--- src/rtl/obuft_serial_driver.sv ---
// obuft_serial_driver
//   Upstream driver stage for a tri-state output pad buffer (O = T ? Z : I).
//   Accepts parallel words on a valid/ready handshake and shifts them out MSB-first
//   on buf_i. It controls buf_t so that the pad is released while idle. Each burst is
//   wrapped in lead-in and tail guard periods, during which the pad is driven at IDLE_LEVEL.
//   Global tri-state override is left to the pad buffer itself.
//
// Ports
//   clk    in   1      rising-edge clock
//   rst_n  in   1      asynchronous active-low reset
//   data   in   WIDTH  word to transmit, captured when valid & ready
//   valid  in   1      data is valid
//   ready  out  1      word can be accepted this cycle (combinational from state/counter)
//   buf_i  out  1      to pad buffer I input (registered)
//   buf_t  out  1      to pad buffer T input, 1 releases the pad (registered)
//   busy   out  1      state is not IDLE (registered)
module obuft_serial_driver #(
    parameter int unsigned WIDTH      = 8,
    parameter int unsigned LEAD       = 2,
    parameter int unsigned TAIL       = 1,
    parameter logic        IDLE_LEVEL = 1'b1
) (
    input  logic             clk,
    input  logic             rst_n,
    input  logic [WIDTH-1:0] data,
    input  logic             valid,
    output logic             ready,
    output logic             buf_i,
    output logic             buf_t,
    output logic             busy
);

    localparam int unsigned CNT_W = 5;

    // Counter load values: the counter holds the number of cycles left in the state, minus one.
    localparam logic [CNT_W-1:0] SHIFT_LOAD = CNT_W'(WIDTH - 1);
    localparam logic [CNT_W-1:0] LEAD_LOAD  = CNT_W'((LEAD > 0) ? (LEAD - 1) : 0);
    localparam logic [CNT_W-1:0] TAIL_LOAD  = CNT_W'((TAIL > 0) ? (TAIL - 1) : 0);

    typedef enum logic [1:0] {
        ST_IDLE  = 2'd0,
        ST_LEAD  = 2'd1,
        ST_SHIFT = 2'd2,
        ST_TAIL  = 2'd3
    } state_t;

    state_t           state, state_d;
    logic [CNT_W-1:0] cnt, cnt_d;
    logic [WIDTH-1:0] shreg, shreg_d;
    logic             buf_i_d, buf_t_d, busy_d;
    logic             accept;

    // Ready windows: idle, the last data bit (for gapless chaining), and the tail guard.
    always_comb begin
        ready = 1'b0;
        case (state)
            ST_IDLE:  ready = 1'b1;
            ST_SHIFT: ready = (cnt == '0);
            ST_TAIL:  ready = 1'b1;
            default:  ready = 1'b0;
        endcase
    end

    assign accept = valid & ready;

    // State and datapath registers. Reset releases the pad immediately.
    always_ff @(posedge clk or negedge rst_n) begin
        if (!rst_n) begin
            state <= ST_IDLE;
            cnt   <= '0;
            shreg <= '0;
            buf_i <= IDLE_LEVEL;
            buf_t <= 1'b1;
            busy  <= 1'b0;
        end else begin
            state <= state_d;
            cnt   <= cnt_d;
            shreg <= shreg_d;
            buf_i <= buf_i_d;
            buf_t <= buf_t_d;
            busy  <= busy_d;
        end
    end

    // Next state and counter: the counter loads on state entry and counts down to zero.
    always_comb begin
        state_d = state;
        cnt_d   = cnt;
        case (state)
            ST_IDLE: begin
                if (accept) begin
                    if (LEAD > 0) begin
                        state_d = ST_LEAD;
                        cnt_d   = LEAD_LOAD;
                    end else begin
                        state_d = ST_SHIFT;
                        cnt_d   = SHIFT_LOAD;
                    end
                end
            end
            ST_LEAD: begin
                if (cnt == '0) begin
                    state_d = ST_SHIFT;
                    cnt_d   = SHIFT_LOAD;
                end else begin
                    cnt_d = cnt - CNT_W'(1);
                end
            end
            ST_SHIFT: begin
                if (cnt == '0) begin
                    if (accept) begin
                        state_d = ST_SHIFT;
                        cnt_d   = SHIFT_LOAD;
                    end else if (TAIL > 0) begin
                        state_d = ST_TAIL;
                        cnt_d   = TAIL_LOAD;
                    end else begin
                        state_d = ST_IDLE;
                        cnt_d   = '0;
                    end
                end else begin
                    cnt_d = cnt - CNT_W'(1);
                end
            end
            ST_TAIL: begin
                if (accept) begin
                    state_d = ST_SHIFT;
                    cnt_d   = SHIFT_LOAD;
                end else if (cnt == '0) begin
                    state_d = ST_IDLE;
                    cnt_d   = '0;
                end else begin
                    cnt_d = cnt - CNT_W'(1);
                end
            end
            default: begin
                state_d = ST_IDLE;
                cnt_d   = '0;
            end
        endcase
    end

    // Next register values for the outputs. These are aligned with state_d, so buf_t rises
    // on the very edge that enters IDLE. buf_i falls back to IDLE_LEVEL on that same edge.
    always_comb begin
        shreg_d = shreg;
        buf_i_d = IDLE_LEVEL;
        buf_t_d = (state_d == ST_IDLE);
        busy_d  = (state_d != ST_IDLE);
        if (accept) begin
            if (state_d == ST_SHIFT) begin
                // Straight into data: drive the MSB now and keep the remaining bits.
                buf_i_d = data[WIDTH-1];
                shreg_d = {data[WIDTH-2:0], 1'b0};
            end else begin
                shreg_d = data;
            end
        end else if (state_d == ST_SHIFT) begin
            buf_i_d = shreg[WIDTH-1];
            shreg_d = {shreg[WIDTH-2:0], 1'b0};
        end
    end

endmodule
--- config.mk ---
export PLATFORM = sky130hd
export DESIGN_NAME = obuft_serial_driver
export DESIGN_NICKNAME = d
export VERILOG_FILES = /design/src/rtl/obuft_serial_driver.sv
export SDC_FILE = /design/constraint.sdc
export NUM_CORES = 1
export LEC_CHECK = 0
export ABC_CLOCK_PERIOD_IN_PS = 2600
export BUFFER_PORTS_ARGS = -buffer_cell sky130_fd_sc_hd__buf_2
export CORE_ASPECT_RATIO = 1.25
export CORE_MARGIN = 2
export CORE_UTILIZATION = 46
export CTS_BUF_LIST = sky130_fd_sc_hd__clkbuf_16
export CTS_CLUSTER_DIAMETER = 150
export DETAILED_ROUTE_END_ITERATION = 12
export GPL_TIMING_DRIVEN = 1
export PLACE_DENSITY = 0.66
export SYNTH_ARGS = -nofsm -noshare
export SYNTH_HDL_FRONTEND = slang
export SYNTH_SLANG_ARGS = --single-unit
--- constraint.sdc ---
create_clock -name clk -period 2.6 [get_ports clk]
set_clock_uncertainty 0.2 [all_clocks]
set_input_delay 0.52 -clock clk [delete_from_list [all_inputs] [get_ports clk]]
set_output_delay 0.52 -clock clk [all_outputs]
set_load 0.01 [all_outputs]
Word level (Yosys, flattened, before mapping):

Index checks and enable logic that the tools add are counted.
W data, S select, Z words.

* flip-flop bits (word level): 18
* input port bits: 11

* eq/ne operators: 5
* mux-type cells: 21
* add/subtract/negate cells: 1
* reduce and logical (&&, ||, !) cells: 6
* bitwise gates (word level): 1

Operators with widths (number)
* $mux W5: 5
* $mux W8: 3
* $pmux W5 S4: 1
* $mux W2: 5
* $pmux W2 S4: 1
* $eq A2 B2 Y1 const B: 3
* $logic_not A5 Y1: 1
* $sub A5 B1 Y5 const B: 1
* $logic_not A2 Y1: 2
* $mux W1: 4
* $reduce_bool A2 Y1: 2
* $mux W3: 1
* $eq A2 B1 Y1 const B: 1
* $ne A2 B2 Y1 const B: 1
* $pmux W1 S2: 1
* $reduce_or A2 Y1: 1
* $and A1 B1 Y1: 1

Longest topological paths before layout:

Gate-level depths: netlist (run 1).

* depth in word-level cells: 10
* depth in mapped cells: 9

Least setup slack after synthesis (run 1):

Ideal clock, no wire load.

* path type: reg2reg
* start: reg state[1]
* end: reg shreg[1]
* slack: 0.427 ns
* required time: 2.321 ns
* period minus slack after synthesis: 2.173 ns
* arrival: 1.894 ns
* stages on the path, launching flop included: 9
* path through: dfrtp_1 inv_1 ha_1 a21boi_4 o21ai_1 a221oi_2 and2_1 buf_6 mux2i_1

* elaborated cells between the ends (all ways): 18
* those cells by class: 4 x eq/ne; 10 x mux; 1 x bitwise; 3 x reduce/logical

RTL lines
* start, declared: line 47 `state_t state, state_d;`
* start signal, assigned: line 76 `state <= state_d;`
* $eq A2 B2 Y1 / $logic_not A2 Y1 (equally long branches): line 56, 89
* $reduce_or A2 Y1 (no source line)
* $pmux W1 S2: line 56 `case (state)`
* $and A1 B1 Y1: line 64 `assign accept = valid & ready;`
* $mux W2 (on tied branches): line 126, 91
* $pmux W2 S4 *: line 89 `case (state)`
* named net state_d[1]: line 47
* $eq A2 B2 Y1 *: line 151, 158
* $mux W8: line 151 `if (state_d == ST_SHIFT) begin`
* $mux W8: line 150 `if (accept) begin`
* end signal, assigned: line 78 `shreg <= shreg_d;`
* end, declared: line 49 `logic [WIDTH-1:0] shreg, shreg_d;`

The timed path passes the listed nets; every way through them passes the cells marked *.
A chain may end at the register's enable or synchronous reset.

Final worst setup path (run 1):

* start: reg state[1]
* end: reg shreg[7]

The elaborated chain is that of the path after synthesis.

==> results.json, run 1 <==
{
  "status": "finished with violations",
  "violations": "hold timing",
  "io_buffers": 14,
  "grt_pass1_wl_um": 3840,
  "start_kind": "register",
  "synth_warnings": 0,
  "critical_path_class": "register to register",
  "grt_usage_pct": 19.1,
  "synth_top_area_cell": "dfrtp_1",
  "place_inst": 148,
  "synth-simple-area-share_pct": 15.8,
  "core-area_mm2": 0.00223,
  "final_cells": 152,
  "initial_utilization_pct": 48.8,
  "netlist_top_cells_count": "dfrtp_1, mux2i_1, inv_1",
  "syn_area_mm2": 0.00109,
  "h-tree-depth": 1,
  "cp.required_ns": 2.57,
  "die_w_um": 47.6,
  "yosys_most_used_dff": "dfrtp_1",
  "maxSlewHeadroom_pct": 73.5,
  "power_density_mw_per_mm2": 1590,
  "yosysTopAreaCellShare_pct": 36.7,
  "ant_nets": 0,
  "synth_xor_area_share_pct": 0,
  "cts_buffer_depth": 2,
  "synth_nets": 121,
  "hold_viol_final": 16,
  "synth-async-reset-ratio_pct": 100,
  "ys_ff_latch": 18,
  "fin_setup_tns_ns": 0,
  "worstPathMaxFanout": 7,
  "io_pins": 15,
  "synth.yosys.seq_area_share_pct": 41.5,
  "place_area_mm2": 0.00119,
  "muxShareOfSynthArea_pct": 13.8,
  "place_congestion": 0.869,
  "cts_tree": "done",
  "min_period_ns": 2.46,
  "avgRoutedWirePerCell_um": 14.2,
  "die_area_mm2": 0.00278,
  "drive_gt1_share_pct": 24.0,
  "clock_latency_ns": 0.25,
  "drc": 0,
  "synth_cell_types": 32,
  "grt_max_degree": 19,
  "cts.clk_slew.worst_paths_ns": 0.06,
  "drv_slew": 0,
  "cp-end-kind": "register",
  "max_cap_viol_count": 0,
  "rows": 19,
  "grt_pass1_vias": 918,
  "syn-mean-instance-area_um2": 10.6,
  "crit_arrival_ns": 2.43,
  "ir_worst_vdd_uv": 898,
  "drt_pre_antenna_iters": 4,
  "vias_per_cell": 5.45,
  "drt-total-wl_um": 2160,
  "grt_antenna_before_repair": 0,
  "post-dp-hpwl_um": 1640,
  "postLayoutCoreUtil_pct": 57.0,
  "synth_top_family_by_area": "compound AO/OA/AOI/OAI gates",
  "overflow": 0,
  "nets": 140,
  "max_freq_ghz": 0.406,
  "hold_path_class": "primary input to asynchronous set/reset pin",
  "worst_pin_slew_ns": 0.397,
  "synth_area_leaders": "dfrtp_1, mux2i_1, ha_1",
  "area_growth_pct": 16.7,
  "rsz0062_at_grt": "false",
  "finalCritPeriodShare_pct": 94.6,
  "cts-root-buf": "clkbuf_16",
  "drt_iter0_markers": 12,
  "die_height_um": 58.5,
  "postCtsSetupBuffers": 0,
  "p_leak_nw": 0.601,
  "cts-buffers-inserted": 3,
  "yosysMostFrequentCell": "dfrtp_1",
  "num_vias": 829,
  "yosys.area_share.adder_pct": 8.03,
  "fin_area_mm2": 0.00127,
  "holdWs_ns": -0.0124,
  "syn_inst": 103,
  "num_antenna_cells": 0,
  "cts_sinks": 18,
  "synth-edff-count": 0,
  "synth_compound_area_share_pct": 16.1,
  "setup_viol": 0
}
-- flip-flops by register name, summed over array words and instances (netlist names) --
name   count
shreg      8
busy       1
buf_t      1
state      2
cnt        5
buf_i      1
-- logic make-up after synthesis --
logic type,count (synthesis)
AND/OR/NAND/NOR,29
AO/OA/AOI/OAI,24
flip-flops,18
multiplexers,15
buffers and inverters,10
adder cells (fa/ha/maj),7
-- layout make-up --
| type | instances | area [um^2] |
|---|---|---|
| Clock buffer | 3 | 75.1 |
| Clock inverter | 1 | 3.75 |
| Fill cell | 208 | 961 |
| Inverter | 8 | 30.0 |
| Multi-Input combinational cell | 75 | 588 |
| Sequential cell | 18 | 453 |
| Tap cell | 31 | 38.8 |
| Timing Repair Buffer | 16 | 85.1 |
-- per-layer routing --
layer	wire length [um]	global-route usage, %	part of all wire [%]	up-vias
met5	0	0	0	-
met4	67	10.8	3.1	0
met3	77	3.68	3.6	10
met2	1130	30.3	52	16
met1	883	23.5	41	398
li1	-	-	-	405
-- per-stage QoR --
step           total power, W  setup WS, ns  hold WS, ns
3_5_place_dp          0.00169        0.0528        0.275
4_1_cts               0.00201        0.0218      0.00585
2_1_floorplan         0.00147         0.427       0.0244
5_1_grt               0.00219       0.00693       0.0256
6_report              0.00202         0.139      -0.0124
3_3_place_gp          0.00165         0.165        0.266
-- report_power, final --
group | leakage, nW | internal (W) | switching, W | total, W
Combinational | 0.343 | 0.000526 | 0.000670 | 0.00120
Clock | 0.0385 | 0.000205 | 0.000106 | 0.000311
Sequential | 0.220 | 0.000433 | 0.0000840 | 0.000517
Total | 0.601 | 0.00116 | 0.000860 | 0.00202
-- path summary, 6_finish.rpt --
check                                     start              endpoint  slack, ns  depth (start not counted)
max                          state[1]$_DFF_PN0_  shreg[7]$_DFFE_PN0P_       0.14                          7
min                                       rst_n    cnt[4]$_DFFE_PN0P_      -0.01                          1
max reg2reg                  state[1]$_DFF_PN0_  shreg[7]$_DFFE_PN0P_       0.14                          7
min reg2reg                shreg[7]$_DFFE_PN0P_       buf_i$_DFF_PN1_       0.30                          2
max in group asynchronous                 rst_n       buf_t$_DFF_PN1_       1.89                          1
min in group clk           shreg[7]$_DFFE_PN0P_       buf_i$_DFF_PN1_       0.30                          2
-- what timing repair did --
action                     CTS  global route
gates resized for setup      0             2
hold buffers                 0             0
setup endpoints to repair    0             7
-- placed cells by master, fill, tap and decap left out, types with 2 or more instances in the layout --
master and instances:
nand2_1 7, inv_1 8, ha_1 7, or3_1 2, nand2b_1 3, a21oi_1 3, clkbuf_16 3, nor3_1 3
o21ai_0 3, dfrtp_1 16, mux2i_1 15, dfstp_2 2, buf_4 2, o21ai_1 5, a31oi_1 2, a211oi_1 3
nor2_1 6, buf_2 14
-- worst max-delay path: stages (launching register included) --
cell and delay (ns):
dfrtp_1 0.44, inv_1 0.12, ha_1 0.36, a21boi_4 0.28, o21ai_1 0.12, a221oi_2 0.39
and2_4 0.27, mux2i_1 0.20
Power figures use the tool's default switching activity.
==> run 2: changes to the inputs <==
--- a/config.mk
+++ b/config.mk
@@ -6,15 +6,15 @@
 export NUM_CORES = 1
 export LEC_CHECK = 0
 export ABC_CLOCK_PERIOD_IN_PS = 2600
-export BUFFER_PORTS_ARGS = -buffer_cell sky130_fd_sc_hd__buf_2
+export BUFFER_PORTS_ARGS = -buffer_cell sky130_fd_sc_hd__buf_4
 export CORE_ASPECT_RATIO = 1.25
 export CORE_MARGIN = 2
-export CORE_UTILIZATION = 46
+export CORE_UTILIZATION = 55
 export CTS_BUF_LIST = sky130_fd_sc_hd__clkbuf_16
 export CTS_CLUSTER_DIAMETER = 150
 export DETAILED_ROUTE_END_ITERATION = 12
 export GPL_TIMING_DRIVEN = 1
-export PLACE_DENSITY = 0.66
+export PLACE_DENSITY = 0.8
 export SYNTH_ARGS = -nofsm -noshare
 export SYNTH_HDL_FRONTEND = slang
 export SYNTH_SLANG_ARGS = --single-unit
==> run 2 against run 1 <==
  * Die area down 15%
  * Clock power about the same
  * Core utilization up 11 points
  * The run now ends clean
  * Maximum frequency up 2.2%
  * Sequential power up 2%
  * Largest cell class unchanged
  * Combinational power about the same
  * Wire length up 1.3%
  * Count of clock-buffer cells in the layout unchanged
  * Design area up 2.5%
  * Setup slack better by 0.054 ns
  * Global-route usage up 1.9 points
  * Largest power group unchanged
  * Sequential share of layout area down 0.85 points
  * Highest routed layer unchanged
==> results.json, run 2 (synthesis results as in run 1) <==
{
  "start_kind": "register",
  "hold_path_class": "register to register",
  "vias_per_cell": 5.91,
  "worstRegToRegCells": 7,
  "grt_pass1_wl_um": 3540,
  "power_frac_comb_pct": 59.5,
  "num_antenna_cells": 0,
  "cts_sinks": 18,
  "post-dp-hpwl_um": 1590,
  "grt_max_degree": 19,
  "max_cap_viol_count": 0,
  "crit_slowest_cell": "dfrtp_1",
  "maxSlewHeadroom_pct": 75.1,
  "crit_arrival_ns": 1.69,
  "die_height_um": 53.8,
  "ir_worst_vdd_uv": 1080,
  "area_growth_pct": 19.6,
  "reg_top3": "shreg (8), cnt (5), state (2)",
  "rrSetupSlack_ns": 0.23,
  "ant_nets": 0,
  "wl_met2_um": 1190,
  "max_freq_ghz": 0.416,
  "drive_gt1_share_pct": 23.8,
  "hold_viol_final": 0,
  "min_period_ns": 2.41,
  "clock_power_share_pct": 15.0,
  "p_sw_w": 0.000869,
  "critical-path-max-stage-delay_ns": 0.42,
  "worstPathMaxFanout": 6,
  "cts-buffers-inserted": 3,
  "total_power_w": 0.00207,
  "met1Wirelength_um": 898,
  "fin_setup_tns_ns": 0,
  "critical_path_class": "register to primary output",
  "internal-power_w": 0.00120,
  "die_w_um": 43.8,
  "grt_pass1_vias": 810,
  "cts.clk_slew.worst_paths_ns": 0.05,
  "place_congestion": 0.866,
  "grt_usage_pct": 21.0,
  "initial_utilization_pct": 57.0,
  "drv_slew": 0,
  "fill_cells": 148,
  "power_density_mw_per_mm2": 1590,
  "cts-root-buf": "clkbuf_16",
  "status": "finished clean",
  "cp-end-kind": "primary output",
  "hold_path_depth": 2,
  "die_area_mm2": 0.00236,
  "io_buffers": 14,
  "p_leak_nw": 0.618,
  "cts_tree": "done",
  "top_layer": "met4",
  "rows": 18,
  "avgRoutedWirePerCell_um": 15.4,
  "grt_antenna_before_repair": 0,
  "h-tree-depth": 1,
  "drt_pre_antenna_iters": 4,
  "cts_buffer_depth": 2,
  "wl_met3_um": 73,
  "core-area_mm2": 0.00191,
  "finalCritPeriodShare_pct": 92.6,
  "rsz0062_at_grt": "false",
  "clock_latency_ns": 0.25,
  "nets": 141,
  "setup_viol": 0,
  "overflow": 0,
  "cp_num_buf_inv": 2,
  "num_vias": 839,
  "swShare_pct": 42.0,
  "r2r_end": "shreg[3]$_DFFE_PN0P_",
  "top_register": "shreg",
  "drt_iter0_markers": 13,
  "cp.required_ns": 1.88,
  "cp_cell_sequence": "inv_1 > ha_1 > nor4b_4 > a21boi_4 > nor2_1 > buf_4",
  "pwr-share-seq_pct": 25.5,
  "worst_pin_slew_ns": 0.372,
  "drc": 0,
  "drt-total-wl_um": 2190,
  "hp-start": "shreg[7]$_DFFE_PN0P_",
  "io_pins": 15,
  "postLayoutCoreUtil_pct": 68.2,
  "path_delay_family": "simple AND/OR/NAND/NOR gates",
  "r2r-start": "state[1]$_DFF_PN0_",
  "largest_reg_flops": 8,
  "hold-path-endpoint": "buf_i$_DFF_PN1_",
  "final_cell_mix": "dfrtp_1, buf_4, mux2i_1"
}
==> run 2: cell types whose count changed in the layout (fill, tap and decap cells not counted) <==
| cell | previous run | this run |
|---|---|---|
| dlygate4sd3_1 | 0 | 1 |
| buf_2 | 14 | 0 |
| buf_4 | 2 | 16 |
==> run 2: worst max path at each step <==
stage                             startpoint                    to  slack, ns  cells after the start
after floorplan           state[1]$_DFF_PN0_  shreg[1]$_DFFE_PN0P_       0.43                      8
after global placement    state[1]$_DFF_PN0_  shreg[2]$_DFFE_PN0P_       0.19                      7
after detailed placement  state[1]$_DFF_PN0_  shreg[2]$_DFFE_PN0P_       0.09                      7
after CTS                 state[1]$_DFF_PN0_  shreg[3]$_DFFE_PN0P_       0.04                      7
after global routing      state[1]$_DFF_PN0_  shreg[3]$_DFFE_PN0P_       0.06                      7
final                     cnt[0]$_DFFE_PN0P_                 ready       0.19                      6
==> run 2: worst register-to-register path, cell delays in order, from the launching register on <==
cell	delay (ns)
dfrtp_1	0.41
inv_1	0.10
ha_1	0.35
a21boi_4	0.28
o21ai_1	0.14
a221oi_2	0.33
and2_4	0.26
mux2i_1	0.23
==> run 2: area by class of cell <==
cell class | count | area [um^2] | area share, %
Inverter | 8 | 30.0 | 2.30
Multi-Input combinational cell | 75 | 588 | 45.1
Sequential cell | 18 | 453 | 34.7
Clock buffer | 3 | 75.1 | 5.75
Clock inverter | 1 | 3.75 | 0.288
Timing Repair Buffer | 17 | 130 | 9.97
Tap cell | 20 | 25.0 | 1.92
==> run 2: routing by layer <==
layer	vias up	track usage (%)
li1	406	-
met4	0	7.58
met5	-	0
met2	12	40.0
met3	2	4.03
met1	419	22.6
==> run 2: stage by stage <==
| step | instance area (um^2) | hold WS, ns | setup WS [ns] | std cells |
|---|---|---|---|---|
| final | 1310 | 0.299 | 0.193 | 142 |
| after global routing | 1310 | 0.336 | 0.0618 | 142 |
| after CTS | 1290 | 0.295 | 0.0425 | 141 |
| after detailed placement | 1210 | 0.197 | 0.0869 | 136 |
| after global placement | 1210 | 0.197 | 0.195 | 136 |
| after floorplan | 1090 | 0.0244 | 0.427 | 103 |
==> run 2: repair_timing <==
action                     in CTS  in global routing
gates resized for setup         0                  2
setup endpoints to repair       0                  7
hold endpoints to repair       16                  0
hold buffers                    1                  0
buffers inserted                0                  1
==> run 2: power by group through the flow <==
stage          Combinational (W)  Sequential (W)  Clock [W]
6_report                 0.00123        0.000529   0.000310
5_1_grt                  0.00137        0.000546   0.000321
4_1_cts                  0.00118        0.000530   0.000312
3_5_place_dp             0.00117        0.000532          0
3_3_place_gp             0.00113        0.000522          0
2_1_floorplan           0.000955        0.000518          0
==> run 3: changes to the inputs <==
--- a/config.mk
+++ b/config.mk
@@ -15,6 +15,8 @@
 export DETAILED_ROUTE_END_ITERATION = 12
 export GPL_TIMING_DRIVEN = 1
 export PLACE_DENSITY = 0.8
+export SETUP_SLACK_MARGIN = 0.5
 export SYNTH_ARGS = -nofsm -noshare
 export SYNTH_HDL_FRONTEND = slang
 export SYNTH_SLANG_ARGS = --single-unit
+export TNS_END_PERCENT = 1
==> run 3 against run 2 <==
  * Combinational power increased by 19%
  * Highest routed layer unchanged
  * Critical endpoint unchanged
  * Critical path depth unchanged
  * Maximum frequency increased by 6.2%
  * Critical path type unchanged
  * Largest cell class unchanged
  * Register-to-register slack improved by 0.17 ns
  * Non-clock buffer count increased by 8
  * Largest power group unchanged
  * First-iteration DRC count decreased by 46%
==> results.json, run 3 (synthesis results as in run 1) <==
{
  "status": "finished clean",
  "num_vias": 886,
  "die_height_um": 53.8,
  "cp_cell_sequence": "inv_2 > ha_4 > nor4b_4 > a21boi_4 > nor2_1 > buf_4",
  "crit_slowest_cell": "dfrtp_1",
  "cts_buffer_depth": 2,
  "ant_nets": 0,
  "critical_path_class": "register to primary output",
  "clock_latency_ns": 0.25,
  "drt_iter0_markers": 7,
  "maxSlewHeadroom_pct": 75.4,
  "drt_pre_antenna_iters": 4,
  "r2r_end": "shreg[5]$_DFFE_PN0P_",
  "hold_viol_final": 0,
  "grt_pass1_vias": 913,
  "worstRegToRegCells": 10,
  "p_leak_nw": 0.658,
  "drive_gt1_share_pct": 40.0,
  "cp-end-kind": "primary output",
  "overflow": 0,
  "post-dp-hpwl_um": 1600,
  "rrSetupSlack_ns": 0.40,
  "max_freq_ghz": 0.441,
  "drc": 0,
  "path_depth": 6,
  "min_period_ns": 2.27,
  "worstSetupStartpoint": "cnt[0]$_DFFE_PN0P_",
  "avgRoutedWirePerCell_um": 15.5,
  "place_congestion": 0.883,
  "fin_setup_tns_ns": 0,
  "setup_viol": 0,
  "layout.cells.most_common": "buf_4",
  "cts-buffers-inserted": 3,
  "cts-root-buf": "clkbuf_16",
  "holdWs_ns": 0.330,
  "grt_usage_pct": 21.7,
  "largest_reg_flops": 8,
  "die_area_mm2": 0.00236,
  "drt-total-wl_um": 2330,
  "core-area_mm2": 0.00191,
  "cp-endpoint": "ready",
  "die_w_um": 43.8,
  "cp_num_buf_inv": 2,
  "grt_antenna_before_repair": 0,
  "total_power_w": 0.00229,
  "vias_per_cell": 5.91,
  "finalCritPeriodShare_pct": 87.2,
  "r2r-start": "cnt[0]$_DFFE_PN0P_",
  "final_cells": 150,
  "io_pins": 15,
  "top_register": "shreg",
  "drv_slew": 0,
  "hold_path_class": "register to register",
  "reg_top3": "shreg (8), cnt (5), state (2)",
  "rows": 18,
  "place_inst": 136,
  "cts_sinks": 18,
  "rsz0062_at_grt": "true",
  "initial_utilization_pct": 57.0,
  "grt_pass1_wl_um": 3800,
  "worstPathMaxFanout": 5,
  "h-tree-depth": 1,
  "path_delay_family": "simple AND/OR/NAND/NOR gates",
  "start_kind": "register",
  "worst_pin_slew_ns": 0.368,
  "critical-path-max-stage-delay_ns": 0.40,
  "max_cap_viol_count": 0,
  "cts.clk_slew.worst_paths_ns": 0.05,
  "io_buffers": 14,
  "final_cell_mix": "buf_4, mux2i_1, dfrtp_1",
  "power_density_mw_per_mm2": 1610,
  "ir_worst_vdd_uv": 967,
  "area_growth_pct": 30.4,
  "nets": 149,
  "postLayoutCoreUtil_pct": 74.3,
  "num_antenna_cells": 0,
  "grt_max_degree": 19,
  "cp.required_ns": 1.88,
  "cts_tree": "done",
  "crit_arrival_ns": 1.55,
  "fill_cells": 111
}
## run 3: cell types whose count changed in the layout (fill, tap and decap cells not counted), sizes merged
cell	change
buf	+8
## run 3: final cells by class
class / instances / area, um^2 / area share, %
Clock inverter: 1 / 3.75 / 0.264
Clock buffer: 3 / 75.1 / 5.28
Inverter: 8 / 30.0 / 2.11
Timing Repair Buffer: 25 / 190 / 13.4
Multi-Input combinational cell: 75 / 644 / 45.3
Tap cell: 20 / 25.0 / 1.76
Sequential cell: 18 / 454 / 31.9
## run 3: worst min-delay path by stage
stage                         startpoint              endpoint  slack [ns]  depth (start not counted)
global placement                   rst_n    cnt[4]$_DFFE_PN0P_        0.20                          1
floorplan                          rst_n        busy$_DFF_PN0_        0.02                          0
global route        shreg[0]$_DFFE_PN0P_  shreg[0]$_DFFE_PN0P_        0.34                          2
detailed placement                 rst_n    cnt[4]$_DFFE_PN0P_        0.20                          1
finish              shreg[7]$_DFFE_PN0P_       buf_i$_DFF_PN1_        0.33                          2
CTS                 shreg[0]$_DFFE_PN0P_  shreg[0]$_DFFE_PN0P_        0.33                          2
## run 3: what timing repair did
action	CTS	global route
endpoints found under the hold margin	16	0
pin swaps	6	5
resized for setup	6	8
setup buffers	7	2
gates cloned	0	0
setup endpoints to repair	16	19
hold buffers	1	0
## run 3: worst min-delay path, stage by stage (launching register included)
cell     delay [ns]
dfrtp_1        0.33
mux2i_1        0.09
nand2_1        0.08
## run 3: metrics by stage
| step | worst slack [ns] | area, um^2 |
|---|---|---|
| 2_1_floorplan | 0.502 | 1110 |
| 3_3_place_gp | 0.215 | 1230 |
| 3_5_place_dp | 0.106 | 1230 |
| 4_1_cts | 0.333 | 1390 |
| 5_1_grt | 0.244 | 1420 |
| 6_report | 0.333 | 1420 |
## run 3: per-layer routing
layer / wire length (um) / global-route usage, %
met3: 73 / 4.03
met2: 1330 / 43.1
met4: 30 / 7.07
met5: 0 / 0
met1: 900 / 22.3
## run 3: power breakdown
part / internal [W] / switching (W) / total [W]
logic: 0.000713 / 0.000742 / 0.00146
registers: 0.000435 / 0.0000935 / 0.000528
clock network: 0.000204 / 0.0000999 / 0.000304
total: 0.00135 / 0.000936 / 0.00229
